$ cat config.mk
export PLATFORM = sky130hd
export DESIGN_NAME = score_keeper
export DESIGN_NICKNAME = d
export VERILOG_FILES = /design/src/rtl/score_keeper.sv
export SDC_FILE = /design/constraint.sdc
export NUM_CORES = 1
export LEC_CHECK = 0
export BUFFER_PORTS_ARGS = -buffer_cell sky130_fd_sc_hd__clkbuf_2
export CELL_PAD_IN_SITES_DETAIL_PLACEMENT = 2
export CELL_PAD_IN_SITES_GLOBAL_PLACEMENT = 2
export CORE_MARGIN = 1.5
export CORE_UTILIZATION = 38
export DETAILED_ROUTE_END_ITERATION = 12
export PLACE_DENSITY = 0.95
export SYNTH_ARGS = -nofsm -noshare
export SYNTH_HDL_FRONTEND = slang
export SYNTH_SLANG_ARGS = --single-unit
$ cat constraint.sdc
create_clock -name clk -period 6.48 [get_ports clk]
set_input_delay 0.324 -clock clk [delete_from_list [all_inputs] [get_ports clk]]
set_output_delay 0.324 -clock clk [all_outputs]
set_load 0.05 [all_outputs]
$ cat src/rtl/score_keeper.sv
// Game-state sequencer and 3-digit BCD score / high-score keeper for the dino VGA game.
// Every output is a register; the score advances one point every TICK_DIV cycles while running.
module score_keeper #(
    parameter int TICK_DIV = 5000000
) (
    input  logic       clk,
    input  logic       reset,
    input  logic       start,
    input  logic       collision,
    output logic       running,
    output logic       game_over,
    output logic       point_tick,
    output logic [3:0] score_u,
    output logic [3:0] score_t,
    output logic [3:0] score_h,
    output logic [3:0] hi_u,
    output logic [3:0] hi_t,
    output logic [3:0] hi_h,
    output logic       new_high
);

    localparam int TW = $clog2(TICK_DIV);
    localparam logic [TW-1:0] TERM = TW'(TICK_DIV - 1);

    typedef enum logic [1:0] {
        IDLE,
        RUN,
        OVER
    } state_t;

    state_t        state;
    logic [TW-1:0] timer;
    logic [11:0]   score;
    logic [11:0]   hi;

    // Digits are packed {hundreds, tens, units}; 999 is the ceiling.
    function automatic logic [11:0] bcd_inc(input logic [11:0] d);
        logic [3:0] h;
        logic [3:0] t;
        logic [3:0] u;
        {h, t, u} = d;
        if (d == 12'h999) begin
            return d;
        end
        if (u != 4'd9) begin
            u = u + 4'd1;
        end else begin
            u = 4'd0;
            if (t != 4'd9) begin
                t = t + 4'd1;
            end else begin
                t = 4'd0;
                h = h + 4'd1;
            end
        end
        return {h, t, u};
    endfunction

    function automatic logic bcd_gt(input logic [11:0] a, input logic [11:0] b);
        if (a[11:8] != b[11:8]) begin
            return a[11:8] > b[11:8];
        end
        if (a[7:4] != b[7:4]) begin
            return a[7:4] > b[7:4];
        end
        return a[3:0] > b[3:0];
    endfunction

    always_ff @(posedge clk) begin
        if (reset) begin
            state      <= IDLE;
            timer      <= '0;
            score      <= '0;
            hi         <= '0;
            running    <= 1'b0;
            game_over  <= 1'b0;
            point_tick <= 1'b0;
            new_high   <= 1'b0;
        end else begin
            point_tick <= 1'b0;
            case (state)
                IDLE: begin
                    timer <= '0;
                    if (start && !collision) begin
                        score   <= '0;
                        state   <= RUN;
                        running <= 1'b1;
                    end
                end
                RUN: begin
                    // A collision outranks a coincident terminal count: the point is lost.
                    if (collision) begin
                        state     <= OVER;
                        running   <= 1'b0;
                        game_over <= 1'b1;
                        if (bcd_gt(score, hi)) begin
                            hi       <= score;
                            new_high <= 1'b1;
                        end
                    end else if (timer == TERM) begin
                        timer      <= '0;
                        score      <= bcd_inc(score);
                        point_tick <= 1'b1;
                    end else begin
                        timer <= timer + TW'(1);
                    end
                end
                OVER: begin
                    // No restart while still overlapping the obstacle.
                    if (start && !collision) begin
                        score     <= '0;
                        timer     <= '0;
                        new_high  <= 1'b0;
                        state     <= RUN;
                        running   <= 1'b1;
                        game_over <= 1'b0;
                    end
                end
                default: begin
                    state     <= IDLE;
                    timer     <= '0;
                    running   <= 1'b0;
                    game_over <= 1'b0;
                end
            endcase
        end
    end

    assign score_h = score[11:8];
    assign score_t = score[7:4];
    assign score_u = score[3:0];
    assign hi_h    = hi[11:8];
    assign hi_t    = hi[7:4];
    assign hi_u    = hi[3:0];

endmodule

* After elaboration in Yosys (flattened, before gate mapping)
Cells that the tools add are included.
** Storage, ports and cells
- Register bits :: 53
- Bits of input ports :: 4
- Output and inout port bits :: 28
- Word-level logic and storage cells :: 99
** Operators by class
- Add/subtract/negate cells :: 4
- Order comparisons :: 3
- Eq/ne operators :: 17
- Muxes and demuxes :: 48
- Bitwise gates (word level) :: 2
- Reductions and logical operators :: 15
** Operators by type and width (number)
- $mux W23 :: 3
- $mux W12 :: 4
- $pmux W23 S2 :: 1
- $mux W1 :: 28
- $pmux W12 S2 :: 1
- $add A23 B1 Y23 const B :: 1
- $eq A23 B23 Y1 const B :: 1
- $mux W4 :: 5
- $add A4 B1 Y4 const B :: 3
- $eq A12 B12 Y1 const B :: 1
- $gt A4 B4 Y1 :: 3
- $ne A2 B2 Y1 const B :: 5
- $ne A3 B3 Y1 const B :: 3
- $ne A4 B4 Y1 :: 2
- $ne A4 B4 Y1 const B :: 2
- $reduce_and A7 Y1 :: 1
- $reduce_and A3 Y1 :: 2
- $reduce_and A6 Y1 :: 1
- $reduce_and A5 Y1 :: 1
- $mux W2 :: 2
- $pmux W1 S2 :: 2
- $pmux W2 S2 :: 1
- $reduce_and A2 Y1 :: 2
- $reduce_and A4 Y1 :: 1
- other kinds (11) :: 13

* Longest topological paths before layout
Gate-level depths: netlist of the first run.
- Word-level depth :: 17
- Mapped depth :: 8
- Gate-level depth less buffers :: 7

* Least setup slack after synthesis of the first run
No wires, ideal clock.
- Path kind :: flip-flop to flip-flop
- Start :: reg score[8]
- End :: reg hi[5]
- Library setup time :: 0.116 ns
- Arrival time :: 2.464 ns
- Required time :: 6.364 ns
- Path slack :: 3.899 ns
- Stages on the path, launching flop included :: 9
- Path buffers :: 1
- Period minus slack after synthesis :: 2.581 ns
- Cells stage by stage :: dfxtp_1 > inv_1 > ha_1 > nand2b_1 > a2111oi_0 > or3_1 > clkbuf_1 > nor4_1 > a31o_2
** Between the ends
- Cells in the longest elaborated chain, start to end :: 10
- Elaborated cells on any way between the ends :: 14
- Those cells by class :: order compare: 1; eq/ne: 1; mux: 11; reduce/logical: 1
** Ends and longest elaborated chain
- start, declared :: line 33 : logic [11:0] score;
- start signal, assigned :: line 102 : score <= bcd_inc(score);
- parallel branches: the longest is 5 deep, another holds $gt A4 B4 Y1
- $mux W1 (*) :: line 63 : if (a[7:4] != b[7:4]) begin
- $mux W1 (*) :: line 92 : if (collision) begin
- $mux W1 (*) :: line 81 : case (state)
- $mux W1 (*) :: line 70 : if (reset) begin
- $reduce_and A3 Y1 (no source line) (*)
- end signal, assigned :: line 97 : hi <= score;
- end, declared :: line 34 : logic [11:0] hi;
Mark *: on every way between the ends. The select of a mux whose other input is x is not followed.
A chain may end at the register's enable or synchronous reset.

* Final worst setup path of the first run
- Start :: reg score[8]
- End :: reg hi[1]
The elaborated chain is that of the path after synthesis.

==> flow_summary.yaml, run 1 <==
timing:
  fin_skew_ns: 0.00876
  fin_hold_ws_ns: 0.317
  tns_ns: 0
  min_period_ns: 2.73
  hold_violations: 0
  slew_viol_final: 0
  rsz0062_at_grt: "no"
  setup_viol: 0
  post-route-period-util_pct: 42.2
  max_slew.worst_pin.slew_ns: 0.969
  slew_headroom_pct: 34.8
  fmaxAchievable_mhz: 366
logic_synthesis:
  async_reset_ff_share_pct: 0
  yosysWarnings: 0
  syn_inst: 349
  synth_area_mm2: 0.00292
  yosysUniqueCellTypes: 52
  ys_seq_area_share_pct: 36.4
  synth_edf_count: 0
  yosys.area.top_type: "dfxtp_1"
  yosys.area.top_type_share_pct: 36.4
  syn-num-nets: 370
  avgSynthCellArea_um2: 8.36
  yosys-top-cells-area: "dfxtp_1 36%, ha_1 7.3%, nand4_1 5.1%"
  synth-seq-cells: 53
  ys.flop_type: "dfxtp_1"
power_and_ir_drop:
  finalPower_w: 0.000558
  p_int_w: 0.000421
  pwr-share-seq_pct: 59.2
  pwr-share-comb_pct: 6.4
  netSwitchingFraction_pct: 24.7
  net-switching-power_w: 0.000138
  power_leakage_nw: 1.12
  p_per_area_mw_per_mm2: 172
  ir_worst_vdd_uv: 105
  pwr-share-clk_pct: 34.3
layout:
  final.fill_count: 814
  drive_gt1_share_pct: 14.1
  final_common_cell: "dfxtp_1"
  finalInstanceArea_mm2: 0.00324
  synthToLayoutAreaGrowth_pct: 11.2
  final_cell_mix: "53 x dfxtp_1, 39 x nor2_1, 31 x clkbuf_2, 24 x nand4_1"
  n_antenna_cell: 0
  multi_input_area_mm2: 0.00173
  nets: 397
  seq_area_mm2: 0.00106
critical_path:
  worstRegToRegCells: 7
  r2r_end: "hi[1]"
  rr_startpoint: "score[8]"
  cp_max_fo: 12
  startpoint_type: "flop"
  cp-startpoint: "score[8]"
  endpoint_kind: "flop"
  crit_type: "reg -> reg"
  critPathArrivalTime_ns: 2.94
  cp.required_ns: 6.68
  reg2reg_slack_ns: 3.75
global_routing:
  grt_pass1_vias: 3080
  grt-ovfl-total: 0
  track_usage_pct: 24.2
  grt_max_degree: 22
  grt_pass1_wl_um: 16000
  antenna_found_initial: 0
clock_tree:
  postCtsResizedCells: 0
  clk_pin_slew_ns: 0.09
  cts_buffers: 5
  worstSkewPairLatency_ns: 0.31
  cts.sinks: 53
  cts_setup_buffers: 0
  hold_buffers: 0
  htree_levels: 2
  clockBufferDepth: 2
  cts_root_buf: "clkbuf_8"
  cts_tree: "yes"
placed_design:
  placedInstanceArea_mm2: 0.00316
  gp_congestion: 0.775
  numPortBuffers: 31
  hpwl_um: 7350
drt:
  first_iter_violations: 136
  wl_per_cell_um: 20.3
  drt-vias-per-instance: 5.87
  ant_nets: 0
  num_vias: 2788
  drc_errors: 0
  drt-pass1-iter-count: 4
  wirelength_um: 9660
min_path:
  whs_path_depth: 2
  hold_end: "point_tick"
  hold_start: "collision"
  hold_path_class: "in -> reg"
floorplanning:
  die-area_mm2: 0.00821
  die_y_um: 90.6
  io_pins: 32
  placementRows: 31
  coreArea_mm2: 0.00733
  start_util_pct: 39.8
  die_width_um: 90.6
outcome:
  status: "completed"
flow_run:
  drv_cap: 0
==> per-layer routing <==
layer  track usage (%)  wire, µm  vias to the layer above
li1                  -         -                     1331
met1              28.8      4210                     1397
met2              45.0      5100                       45
met3              3.28       212                       15
met4              6.35       141                        0
met5                 0         0                        -
==> area by class of cell <==
| class | count | share of cell area, % |
|---|---|---|
| multi-input cells | 264 | 53.4 |
| inverters | 19 | 2.20 |
| well taps | 99 | 3.82 |
| repair buffers | 33 | 5.24 |
| clock buffers | 7 | 2.66 |
| flip-flops and latches | 53 | 32.7 |
==> per-stage QoR <==
step | util [%] | worst slack, ns | std cells
floorplan | - | 3.90 | 349
global placement | 43.1 | 4.08 | 468
detailed placement | 43.1 | 3.77 | 468
CTS | 44.3 | 3.74 | 475
global route | 44.3 | 3.60 | 475
finish | 44.3 | 3.75 | 475
==> power by group through the flow <==
| stage | combinational [W] | sequential, W | clock [W] |
|---|---|---|---|
| after global routing | 0.0000394 | 0.000331 | 0.000208 |
| after global placement | 0.0000339 | 0.000338 | 0 |
| after CTS | 0.0000363 | 0.000331 | 0.000198 |
| after floorplan | 0.0000222 | 0.000339 | 0 |
| after detailed placement | 0.0000355 | 0.000338 | 0 |
| final | 0.0000360 | 0.000331 | 0.000192 |
==> state kept, by name, summed over array words and instances, names as in the netlist <==
name / count
timer: 23
score: 12
point_tick: 1
running: 1
game_over: 1
hi: 12
new_high: 1
state: 2
==> Yosys cell counts, types with 6 or more instances <==
library cell and number:
nand2b_1 8, nor3_1 11, clkbuf_1 10, nand2_1 17, o31ai_1 12, xnor2_1 10
nand4_1 24, o21ai_0 6, ha_1 17, a21oi_1 18, nor2_1 39, inv_1 18
nand3_1 17, dfxtp_1 53, nor4_1 9, xor2_1 10
==> critical path, stage by stage (launching register included) <==
cell and delay, ns:
dfxtp_1 0.45, inv_1 0.10, ha_1 0.32, nand2b_1 0.15, a2111oi_0 0.69, or3_1 0.47, nor3_1 0.18, o31ai_1 0.28
==> how the worst max path moves through the flow <==
stage                     endpoint  cells after the start
after floorplan              hi[5]                      8
after detailed placement     hi[1]                      7
after CTS                    hi[1]                      7
final                        hi[1]                      7
after global placement       hi[3]                      7
after global routing         hi[1]                      7
==> cells by family (layout without fill, tap and decap cells) <==
logic type,Yosys count,after routing,synth area share [%]
AND/OR/NAND/NOR,159,159,30.1
AO/OA/AOI/OAI,66,66,15.3
flip-flops,53,53,36.4
buffers and inverters,32,59,4.25
XOR/XNOR,20,20,6.01
adder cells (fa/ha/maj),17,17,7.29
multiplexers,2,2,0.686
(Power assumes the default switching activity.)
==> inputs of run 2 (changes only) <==
- CORE_UTILIZATION: 38 -> 32
- PLACE_DENSITY: 0.95 -> 0.88
- clock period: 6.48 -> 2.3 ns (I/O delays scaled with it)
==> flow_summary.yaml, run 2 (same netlist as run 1, synthesis figures left out) <==
layout:
  drive_gt1_share_pct: 22.0
  reg_top3: "timer: 23 flops, hi: 12 flops, score: 12 flops"
  stdcell_count: 503
  final_common_cell: "dfxtp_1"
  seq_area_mm2: 0.00107
  final.fill_count: 987
  n_antenna_cell: 0
  synthToLayoutAreaGrowth_pct: 18.6
  finalInstanceArea_mm2: 0.00346
  fin_util_pct: 39.5
  largest_reg_flops: 23
  regMostFlops: "timer"
  final_cell_mix: "44 x dfxtp_1, 39 x nor2_1, 31 x clkbuf_2, 24 x nand4_1, 19 x buf_4"
  nets: 415
  multi_input_area_mm2: 0.00176
power_and_ir_drop:
  p_per_area_mw_per_mm2: 469
  pwr-share-seq_pct: 57.1
  net-switching-power_w: 0.000424
  pwr-share-clk_pct: 35.7
  power_leakage_nw: 1.23
  netSwitchingFraction_pct: 26.1
  p_int_w: 0.00120
  pwr-share-comb_pct: 7.2
  ir_worst_vdd_uv: 220
clock_tree:
  cts_tree: "yes"
  clk_pin_slew_ns: 0.11
  cts.sinks: 53
  clockBufferDepth: 2
  cts_root_buf: "clkbuf_8"
  htree_levels: 2
  worstSkewPairLatency_ns: 0.32
  cts_buffers: 5
floorplanning:
  io_pins: 32
  start_util_pct: 33.3
  die-area_mm2: 0.00970
  coreArea_mm2: 0.00876
  die_width_um: 98.5
  die_y_um: 98.5
  placementRows: 34
critical_path:
  reg2reg_slack_ns: 0.14
  cp.required_ns: 2.53
  startpoint_type: "flop"
  crit_type: "reg -> reg"
  critPathArrivalTime_ns: 2.40
  endpoint_kind: "flop"
  cp_max_fo: 5
  worstRegToRegCells: 5
timing:
  post-route-period-util_pct: 94.1
  slew_headroom_pct: 49.0
  fmaxAchievable_mhz: 462
  slew_viol_final: 0
  setup_ws_ns: 0.136
  fin_skew_ns: 0.0136
  max_slew.worst_pin.slew_ns: 0.762
  hold_violations: 0
  min_period_ns: 2.16
  tns_ns: 0
  rsz0062_at_grt: "no"
  setup_viol: 0
min_path:
  hold_path_class: "in -> reg"
  whs_path_depth: 2
placed_design:
  numPortBuffers: 31
  post-place-cells: 495
  placedInstanceArea_mm2: 0.00334
  hpwl_um: 7240
  dp_slack_ns: -0.0491
  gp_congestion: 0.807
global_routing:
  grt-ovfl-total: 0
  grt_max_degree: 21
  antenna_found_initial: 0
  grt_pass1_wl_um: 16300
  track_usage_pct: 21.0
  grt_pass1_vias: 3133
drt:
  drt-pass1-iter-count: 4
  drt-vias-per-instance: 5.69
  first_iter_violations: 101
  drc_errors: 0
  num_vias: 2860
  ant_nets: 0
  wl_per_cell_um: 19.4
  wirelength_um: 9770
flow_run:
  drv_cap: 0
outcome:
  status: "completed"
==> run 2: final cells by class <==
class                      count  area share [%]
clock buffer                   6            2.39
clock inverter                 2           0.398
inverter                      19            2.06
multi-input combinational    264            51.0
sequential                    53            31.1
tap                          108            3.91
timing repair buffer          51            9.19
==> run 2: critical path, stage by stage (launching register included) <==
cell and delay [ns]:
dfxtp_1 0.37, or4b_4 0.57, nor4_4 0.24, a21oi_2 0.15, or4_1 0.54, a21oi_1 0.19
==> run 2: per-layer routing <==
metal,vias up,track usage (%),part of all wire (%)
li1,1370,-,-
met1,1429,26.1,44
met2,45,37.6,51
met3,16,2.84,2.9
met4,0,6.83,1.9
met5,-,0,0
==> run 2: per-stage QoR <==
step,hold WS (ns),power [W]
6_report,0.106,0.00162
5_1_grt,0.114,0.00169
4_1_cts,0.109,0.00165
3_5_place_dp,0.459,0.00106
3_3_place_gp,0.439,0.00106
2_1_floorplan,0.192,0.00102
==> run 2: repair_timing <==
item | in CTS | in global routing
endpoints found under the setup margin | 8 | 14
gates resized for setup | 1 | 3
hold buffers | 0 | 0
pin swaps | 0 | 0
setup buffers | 0 | 0
==> run 2: worst paths after layout <==
path                            startpoint         end
worst max-delay path             timer[10]    score[2]
worst min-delay path             collision  point_tick
worst max register to register   timer[10]    score[2]
worst min register to register       hi[9]       hi[9]
==> run 2: power groups by stage <==
| stage | logic (W) | clock network (W) | registers (W) |
|---|---|---|---|
| floorplan | 0.0000634 | 0 | 0.000955 |
| CTS | 0.000117 | 0.000601 | 0.000927 |
| global placement | 0.000110 | 0 | 0.000948 |
| detailed placement | 0.000115 | 0 | 0.000948 |
| global route | 0.000126 | 0.000632 | 0.000928 |
| finish | 0.000117 | 0.000579 | 0.000927 |
==> inputs of run 3 (changes only) <==
==> constraint.sdc (replaced) <==
create_clock -name clk -period 2.3 [get_ports clk]
set_input_delay 0.345 -clock clk [delete_from_list [all_inputs] [get_ports clk]]
set_output_delay 0.345 -clock clk [all_outputs]
set_load 0.05 [all_outputs]
==> flow_summary.yaml, run 3 (same netlist as run 1, synthesis figures left out) <==
drt:
  drc_errors: 0
  first_iter_violations: 99
  wirelength_um: 9990
  wl_per_cell_um: 19.8
  num_vias: 2898
  drt-vias-per-instance: 5.74
  drt-pass1-iter-count: 4
  ant_nets: 0
critical_path:
  critPathArrivalTime_ns: 2.41
  startpoint_type: "flop"
  cp-startpoint: "timer[6]"
  endpoint_kind: "flop"
  crit_type: "reg -> reg"
  rr_startpoint: "timer[6]"
  cp_max_fo: 6
  cp.required_ns: 2.54
floorplanning:
  die_width_um: 98.5
  io_pins: 32
  start_util_pct: 33.3
  coreArea_mm2: 0.00876
  placementRows: 34
  die_y_um: 98.5
  die-area_mm2: 0.00970
layout:
  nets: 417
  stdcell_count: 505
  final.fill_count: 1025
  final_cell_mix: "44 x dfxtp_1, 39 x nor2_1, 31 x clkbuf_2, 24 x nand4_1, 21 x buf_4"
  final_common_cell: "dfxtp_1"
  reg_top3: "timer: 23 flops, hi: 12 flops, score: 12 flops"
  n_antenna_cell: 0
  finalInstanceArea_mm2: 0.00346
  largest_reg_flops: 23
  synthToLayoutAreaGrowth_pct: 18.7
  drive_gt1_share_pct: 22.2
  regMostFlops: "timer"
clock_tree:
  htree_levels: 2
  cts_root_buf: "clkbuf_8"
  worstSkewPairLatency_ns: 0.31
  cts_buffers: 5
  clockBufferDepth: 2
  hold_buffers: 0
  cts.sinks: 53
  cts_tree: "yes"
  clk_pin_slew_ns: 0.10
timing:
  slew_viol_final: 0
  setup_viol: 0
  min_period_ns: 2.17
  fmaxAchievable_mhz: 461
  rsz0062_at_grt: "no"
  post-route-period-util_pct: 94.4
  fin_skew_ns: 0.00902
  max_slew.worst_pin.slew_ns: 0.839
  fin_hold_ws_ns: 0.347
  slew_headroom_pct: 43.8
  hold_violations: 0
power_and_ir_drop:
  power_leakage_nw: 1.23
  p_per_area_mw_per_mm2: 461
  ir_worst_vdd_uv: 219
placed_design:
  numPortBuffers: 31
  gp_congestion: 0.781
  placedInstanceArea_mm2: 0.00335
  post-place-cells: 496
  hpwl_um: 7540
global_routing:
  antenna_found_initial: 0
  grt_pass1_wl_um: 16900
  grt_pass1_vias: 3223
  grt_max_degree: 21
  grt-ovfl-total: 0
  track_usage_pct: 21.5
outcome:
  status: "completed"
flow_run:
  drv_cap: 0
min_path:
  hold_start: "collision"
  hold_path_class: "in -> reg"
run 3: worst paths after layout:
check / end / slack (ns) / depth (start not counted)
max: score[2] / 0.13 / 5
min: point_tick / 0.35 / 2
max reg2reg: score[2] / 0.13 / 5
min reg2reg: hi[9] / 0.49 / 2
run 3: critical path: stages, from the launching register on:
cell and delay, ns:
dfxtp_1 0.37, or4_4 0.56, nor3_2 0.31, a21oi_2 0.16, or4_1 0.55, a21oi_1 0.15
run 3: report_power, final:
group / switching [W] / internal, W
Clock: 0.000331 / 0.000217
Sequential: 0.00000652 / 0.000921
Combinational: 0.0000849 / 0.0000346
Total: 0.000422 / 0.00117
run 3: area by class of cell:
class	count	area [µm²]	area share (%)
Sequential cell	53	1070	31.1
Inverter	19	71.3	2.06
Tap cell	108	135	3.90
Clock inverter	1	7.51	0.217
Multi-Input combinational cell	264	1760	50.9
Timing Repair Buffer	53	333	9.62
Clock buffer	7	76.3	2.21
run 3: what timing repair did:
action,in CTS,in global routing
pin swaps,0,1
setup endpoints to repair,7,7
setup buffers,0,1
gates resized for setup,1,3
run 3: per-stage QoR:
step | TNS [ns] | setup WS (ns) | total power [W] | util (%)
finish | 0 | 0.129 | 0.00159 | 39.5
global route | 0 | 0.0224 | 0.00166 | 39.5
CTS | 0 | 0.0844 | 0.00161 | 39.2
detailed placement | -0.0836 | -0.0342 | 0.00106 | 38.2
global placement | 0 | 0.130 | 0.00106 | 38.2
floorplan | 0 | 0.0126 | 0.00102 | -
run 3: routing by layer:
metal / share of wire [%] / global-route usage [%]
met1: 43 / 26.7
met3: 2.3 / 3.40
met5: 0 / 0
met4: 2.1 / 7.04
met2: 52 / 38.1
